<file path="config.mk">
export PLATFORM = sky130hd
export DESIGN_NAME = calc_unit_arbiter
export DESIGN_NICKNAME = d
export VERILOG_FILES = /design/src/rtl/calc_pkg.sv /design/src/rtl/rr_pick3.sv /design/src/rtl/calc_unit_arbiter.sv
export SDC_FILE = /design/constraint.sdc
export NUM_CORES = 1
export LEC_CHECK = 0
export CORE_ASPECT_RATIO = 0.9
export CORE_MARGIN = 4
export CORE_UTILIZATION = 40
export CTS_BUF_LIST = sky130_fd_sc_hd__clkbuf_8
export CTS_CLUSTER_DIAMETER = 80
export DETAILED_ROUTE_END_ITERATION = 12
export PLACE_DENSITY_LB_ADDON = 0.08
export SYNTH_ARGS = -nofsm -noshare
export SYNTH_HDL_FRONTEND = slang
export SYNTH_SLANG_ARGS = --single-unit
</file>
<file path="constraint.sdc">
create_clock -name CLK -period 5.2 [get_ports CLK]
set_input_delay 1.3 -clock CLK [delete_from_list [all_inputs] [get_ports CLK]]
set_output_delay 1.3 -clock CLK [all_outputs]
set_load 0.01 [all_outputs]
</file>
<file path="src/rtl/calc_pkg.sv">
// Shared definitions for the calc-unit arbiter: FSM encoding, op-code fields,
// datapath widths and the one-hot to index helper.
package calc_pkg;

  typedef enum logic [1:0] {
    ST_IDLE  = 2'd0,
    ST_ISSUE = 2'd1,
    ST_WAIT  = 2'd2,
    ST_RESP  = 2'd3
  } state_e;

  localparam int         DATA_W              = 40;
  localparam int         CNT_W               = 12;
  localparam int         DEFAULT_TIMEOUT_CYC = 4095;
  localparam logic [2:0] OP_SQRT             = 3'b100;

  function automatic logic [1:0] onehot_idx(input logic [2:0] oh);
    logic [1:0] idx;
    case (oh)
      3'b010:  idx = 2'd1;
      3'b100:  idx = 2'd2;
      default: idx = 2'd0;
    endcase
    return idx;
  endfunction

endpackage

</file>
<file path="src/rtl/rr_pick3.sv">
// Three-way round-robin picker: first set request searching circularly
// from the requester after last_i. Purely combinational.
module rr_pick3 (
  input  logic [2:0] req_i,
  input  logic [1:0] last_i,
  output logic [2:0] gnt_o
);

  // Rotate the priority order so the requester after last_i is checked first
  always_comb begin
    gnt_o = 3'b000;
    case (last_i)
      2'd0: begin
        if      (req_i[1]) gnt_o = 3'b010;
        else if (req_i[2]) gnt_o = 3'b100;
        else if (req_i[0]) gnt_o = 3'b001;
        else               gnt_o = 3'b000;
      end
      2'd1: begin
        if      (req_i[2]) gnt_o = 3'b100;
        else if (req_i[0]) gnt_o = 3'b001;
        else if (req_i[1]) gnt_o = 3'b010;
        else               gnt_o = 3'b000;
      end
      default: begin
        if      (req_i[0]) gnt_o = 3'b001;
        else if (req_i[1]) gnt_o = 3'b010;
        else if (req_i[2]) gnt_o = 3'b100;
        else               gnt_o = 3'b000;
      end
    endcase
  end

endmodule

</file>
<file path="src/rtl/calc_unit_arbiter.sv">
// Round-robin arbiter sharing one multi-cycle arithmetic unit between three
// requesters, with a watchdog that aborts the unit after TIMEOUT_CYC waits.
module calc_unit_arbiter
  import calc_pkg::*;
#(
  parameter int TIMEOUT_CYC = DEFAULT_TIMEOUT_CYC,
  parameter int NREQ        = 3
) (
  input  logic              CLK,
  input  logic              RST,
  input  logic [NREQ-1:0]   REQ,
  input  logic [2:0]        OP0,
  input  logic [2:0]        OP1,
  input  logic [2:0]        OP2,
  input  logic [DATA_W-1:0] IN0,
  input  logic [DATA_W-1:0] IN1,
  input  logic [DATA_W-1:0] IN2,
  output logic [NREQ-1:0]   GNT,
  output logic [NREQ-1:0]   ACK,
  output logic [DATA_W-1:0] RES,
  output logic              RES_COUT,
  output logic              ERR,
  output logic              BUSY,
  output logic              U_START,
  output logic [2:0]        U_OP,
  output logic [DATA_W-1:0] U_IN,
  output logic              U_ABORT,
  input  logic [DATA_W-1:0] U_OUT,
  input  logic              U_COUT,
  input  logic              U_DONE
);

  localparam logic [CNT_W-1:0] TMO_LAST = CNT_W'(TIMEOUT_CYC - 1);

  state_e            state_q, state_d;
  logic [2:0]        gnt_q, gnt_d, ack_q, ack_d, u_op_q, u_op_d;
  logic [DATA_W-1:0] u_in_q, u_in_d, res_q, res_d;
  logic              res_cout_q, res_cout_d, err_q, err_d;
  logic              u_start_q, u_start_d, u_abort_q, u_abort_d;
  logic [1:0]        last_q, last_d;
  logic [CNT_W-1:0]  cnt_q, cnt_d;
  logic [2:0]        pick_s;

  rr_pick3 u_pick (
    .req_i  (REQ),
    .last_i (last_q),
    .gnt_o  (pick_s)
  );

  // Next-state and output decode; pulses default low, everything else holds
  always_comb begin
    state_d    = state_q;
    gnt_d      = gnt_q;
    ack_d      = 3'b000;
    u_op_d     = u_op_q;
    u_in_d     = u_in_q;
    res_d      = res_q;
    res_cout_d = res_cout_q;
    err_d      = err_q;
    u_start_d  = 1'b0;
    u_abort_d  = 1'b0;
    last_d     = last_q;
    cnt_d      = cnt_q;
    case (state_q)
      ST_IDLE: begin
        if (REQ != 3'b000) begin
          gnt_d     = pick_s;
          u_start_d = 1'b1;
          state_d   = ST_ISSUE;
          case (onehot_idx(pick_s))
            2'd0:    begin u_op_d = OP0; u_in_d = IN0; end
            2'd1:    begin u_op_d = OP1; u_in_d = IN1; end
            default: begin u_op_d = OP2; u_in_d = IN2; end
          endcase
        end else begin
          state_d = ST_IDLE;
        end
      end
      ST_ISSUE: begin
        cnt_d   = {CNT_W{1'b0}};
        state_d = ST_WAIT;
      end
      ST_WAIT: begin
        // Done wins over a coincident timeout
        if (U_DONE) begin
          res_d      = U_OUT;
          res_cout_d = U_COUT;
          err_d      = 1'b0;
          ack_d      = gnt_q;
          state_d    = ST_RESP;
        end else if (cnt_q == TMO_LAST) begin
          res_d      = {DATA_W{1'b0}};
          res_cout_d = 1'b0;
          err_d      = 1'b1;
          u_abort_d  = 1'b1;
          ack_d      = gnt_q;
          state_d    = ST_RESP;
        end else if (cnt_q != {CNT_W{1'b1}}) begin
          cnt_d = cnt_q + 12'd1;
        end else begin
          cnt_d = cnt_q;
        end
      end
      ST_RESP: begin
        gnt_d   = 3'b000;
        last_d  = onehot_idx(gnt_q);
        state_d = ST_IDLE;
      end
      default: begin
        state_d = ST_IDLE;
      end
    endcase
  end

  // State and output registers
  always_ff @(posedge CLK or posedge RST) begin
    if (RST) begin
      state_q    <= ST_IDLE;
      gnt_q      <= 3'b000;
      ack_q      <= 3'b000;
      u_op_q     <= 3'b000;
      u_in_q     <= {DATA_W{1'b0}};
      res_q      <= {DATA_W{1'b0}};
      res_cout_q <= 1'b0;
      err_q      <= 1'b0;
      u_start_q  <= 1'b0;
      u_abort_q  <= 1'b0;
      last_q     <= 2'd2;
      cnt_q      <= {CNT_W{1'b0}};
    end else begin
      state_q    <= state_d;
      gnt_q      <= gnt_d;
      ack_q      <= ack_d;
      u_op_q     <= u_op_d;
      u_in_q     <= u_in_d;
      res_q      <= res_d;
      res_cout_q <= res_cout_d;
      err_q      <= err_d;
      u_start_q  <= u_start_d;
      u_abort_q  <= u_abort_d;
      last_q     <= last_d;
      cnt_q      <= cnt_d;
    end
  end

  assign GNT      = gnt_q;
  assign ACK      = ack_q;
  assign RES      = res_q;
  assign RES_COUT = res_cout_q;
  assign ERR      = err_q;
  assign BUSY     = (state_q != ST_IDLE);
  assign U_START  = u_start_q;
  assign U_OP     = u_op_q;
  assign U_IN     = u_in_q;
  assign U_ABORT  = u_abort_q;

endmodule

</file>
==> out/summary.md <==
* **outcome** completed
* **#FFs+latches synth** 109
* **final setup fails** 0
* **worst-path cell with the longest stage delay** sky130_fd_sc_hd__a32oi_4
* **primary flip-flop cell chosen by synthesis mapping** sky130_fd_sc_hd__dfrtp_1
* **count of cells along the worst register-to-register path** 7
* **post-cts hold buffer count** 0
* **kind of cell with the highest combined delay on the critical path** buffers and inverters
* **actual transition at the worst max-transition pin** 0.707 ns
* **beginning of the worst register-to-register path** state_q[0]$_DFFE_PP0P_
* **critical path data required time** 5.44 ns
* **Detail Placement HPWL** 12400 um
* **cell area after technology mapping** 4940 um2
* **final estimated routing congestion in global placement** 0.792
* **relative max-transition margin** 52.8%
* **critical path endpoint category** register
* **hold path startpoint** U_IN[14]$_DFFE_PP0P_
* **instance area after placement** 7830 um2
* **Final Instance Count excl. Fillers** 840
* **top-level I/O count** 270
* **effective utilization at floorplan** 40.9%
* **routed via count** 4596
* **cell count after synthesis** 420
* **clock buffers created by TritonCTS** 9
* **Mapped Avg Cell Area** 11.8 um2
* **area enclosed by the die boundary** 14200 um2
* **Clock Sink Count** 109
* **routed length per placed instance** 19.3 um
* **residual antenna-violating net count after detailed routing** 0
* **setup repair after global routing missed its margin** no
* **ratio of final minimum period to clock period** 62.0%
* **via density per instance** 5.47
* **Synth async-reset ratio** 100%
* **count of max-cap constraint violations** 0
* **first-pass detailed-route iteration total** 4
* **Max Clock Freq** 310 MHz
* **synth top area cells** sky130_fd_sc_hd__dfrtp_1 (55%), sky130_fd_sc_hd__mux2i_1 (9.3%), sky130_fd_sc_hd__a32oi_1 (7.8%), sky130_fd_sc_hd__a22o_1 (7.3%), sky130_fd_sc_hd__o21ai_0 (5.1%)
* **reg2reg setup slack** 2.72 ns
* **buffering stage count on the worst path with inverters included** 2
* **# Post-CTS Setup Buffers** 0
* **area of the placeable core** 12100 um2
* **arrival time at the worst endpoint** 3.47 ns
* **post-route standard cell area excluding fillers** 8020 um2
* **via count of the first global-routing pass** 4850
* **all-layer global routing usage** 22.4%
* **maximum clock skew at final layout** 0.00761 ns
* **global route overflow** 0
* **end of the worst register-to-register path** RES[11]$_DFFE_PP0P_
* **post-layout power** 0.00400 W
* **Warnings, synthesis** 0
* **wire length of the first global-routing pass** 25600 um
* **power per unit of standard cell area** 499 nW/um2
* **metal2 WL** 8680 um
* **cell at the root of the clock tree** sky130_fd_sc_hd__clkbuf_8
* **number of buffers inserted by port buffering** 269
* **count of antenna diodes in the layout** 0
* **final net count** 857
* **overall die width** 125 um
* **Fin. Hold Viols** 0
* **kind of start point of the critical path** primary input
* **top routing layer used** met4
* **sequence of cells on the critical path** clkdlybuf4s50_1, nor2b_1, a32oi_4, buf_12, mux2i_1, o21ai_0
* **TritonCTS clock tree** yes
* **Max clock buf depth** 2
* **post-synth net total** 602
* **Yosys top cell by area** sky130_fd_sc_hd__dfrtp_1
* **leakage dissipation** 3.40 nW
* **final hold slack** 0.501 ns
* **clock transition at the registers of the reported paths** 0.11 ns
* **worst-path maximum fanout** 33
* **initial detailed-routing violation count** 262
* **classification of the worst-slack hold path** reg2reg
* **metal3 WL** 1310 um
* **later-pin clock latency in the skew report** 0.37 ns
* **number of placed instances, taps included** 824
* **initial antenna violation count** 0
* **number of remaining DRC errors** 0
* **setup tns final** 0 ns
* **number of enable-type register cells in the synthesized netlist** 0
* **final period demand of the worst path** 3.22 ns
* **total number of H-tree levels** 3
* **Gates resized, CTS repair** 0
* **Rows** 38
* **Cells on Worst Hold Path** 2
* **overall die height** 113 um
* **final count of pins violating max slew** 0
* **layout cell share with drive strength beyond 1** 5.88%
* **wire length on met1** 6030 um
* **endpoint of the worst hold-timing path** U_IN[14]$_DFFE_PP0P_
* **layout overhead on the synthesized area** 62.5%
* **register area share after synthesis** 55.3%
* **DRT Wirelength** 16200 um
* **worst vdd rail ir drop** 0.199 mV
* **portion of synthesized cell area occupied by the leading cell type** 54.7%
* **largest net degree at the start of global routing** 45
* **type of the worst setup path** in2reg
* **post-synth cell types** 47
* **Slowest Stage Delay on Critical Path** 0.59 ns
## cells in the final DEF, fill, tap and decap left out, drive strengths merged, types with 2 or more instances in the layout
master,count
clkbuf,9
nor4,2
buf,9
a22o,41
or4,4
clkinv,2
clkdlybuf4s50,269
nor2,7
a32oi,44
o21ai,50
and3,2
nand2,10
ha,6
nand3,6
mux2,3
nor3,2
mux2i,46
nand4,2
a21oi,7
or3,2
dfrtp,108
and2,2
inv,16
nor2b,6
o31ai,5
## cells in the mapped netlist, types with 5 or more instances
| cell | number |
|---|---|
| sky130_fd_sc_hd__dfrtp_1 | 108 |
| sky130_fd_sc_hd__inv_1 | 12 |
| sky130_fd_sc_hd__nor2_1 | 7 |
| sky130_fd_sc_hd__ha_1 | 6 |
| sky130_fd_sc_hd__nor2b_1 | 6 |
| sky130_fd_sc_hd__nand2_1 | 10 |
| sky130_fd_sc_hd__clkbuf_1 | 27 |
| sky130_fd_sc_hd__buf_2 | 5 |
| sky130_fd_sc_hd__a21oi_1 | 7 |
| sky130_fd_sc_hd__a32oi_1 | 44 |
| sky130_fd_sc_hd__nand3_1 | 6 |
| sky130_fd_sc_hd__o31ai_1 | 5 |
| sky130_fd_sc_hd__mux2i_1 | 46 |
| sky130_fd_sc_hd__o21ai_0 | 50 |
| sky130_fd_sc_hd__a22o_1 | 41 |
## flip-flops by register name (all words and copies together), names as in the netlist
register	flops
RES_COUT	1
U_ABORT	1
ACK	3
U_IN	40
RES	40
GNT	3
U_OP	3
U_START	1
ERR	1
state_q	2
cnt_q	12
last_q	2
## per-stage QoR
| stage | setup WS, ns | util [%] |
|---|---|---|
| floorplan | 1.03 | - |
| global placement | 1.66 | 64.9 |
| detailed placement | 1.58 | 64.9 |
| CTS | 2.00 | 66.4 |
| global route | 1.87 | 66.4 |
| finish | 1.98 | 66.4 |
## tightest hold or removal path, delay by kind of cell, from the launching register on
kind,cells,cell delay (ns)
AOI/OAI and AO/OA,2,0.11
DFF,1,0.36
## area by class of cell
cell class / count / area [um2]
flip-flops and latches: 109 / 2730
clock buffers: 9 / 124
inverters: 12 / 47.5
well taps: 160 / 200
fillers: 975 / 4050
clock inverters: 7 / 67.6
repair buffers: 278 / 2770
multi-input cells: 265 / 2080
## how the worst max path moves through the flow
stage / cells after the start / start / slack (ns) / to
after floorplan: 1 / RST / 1.03 / ACK[0]$_DFF_PP0_
after global placement: 6 / REQ[1] / 1.66 / U_IN[6]$_DFFE_PP0P_
after detailed placement: 6 / REQ[1] / 1.58 / U_IN[10]$_DFFE_PP0P_
after CTS: 6 / REQ[1] / 2.00 / U_IN[15]$_DFFE_PP0P_
after global routing: 6 / REQ[1] / 1.87 / U_IN[15]$_DFFE_PP0P_
final: 6 / REQ[1] / 1.98 / U_IN[15]$_DFFE_PP0P_
## cell families (layout without fill, tap and decap cells)
kind of cell | after synthesis | in the layout | share of synthesized area, %
compound gates | 158 | 158 | 23.5
xor+xnor | 1 | 1 | 0.177
fa+ha+maj | 6 | 6 | 1.52
buf+inv | 46 | 306 | 3.62
flops | 109 | 109 | 55.3
mux | 49 | 49 | 10.0
simple gates | 51 | 51 | 5.93
## layer usage
layer	vias up	GRT usage (%)
met4	0	5.06
met1	2240	26.0
met2	212	40.4
met5	-	0
met3	14	7.68
li1	2130	-
## power breakdown
part           switching (W)  leakage (nW)  internal [W]
Combinational       0.000950          1.93       0.00111
Sequential          0.000228          1.37       0.00121
Clock               0.000317        0.0958      0.000188
Total                0.00149          3.40       0.00251
No activity file was read; power rests on OpenSTA's default activity.
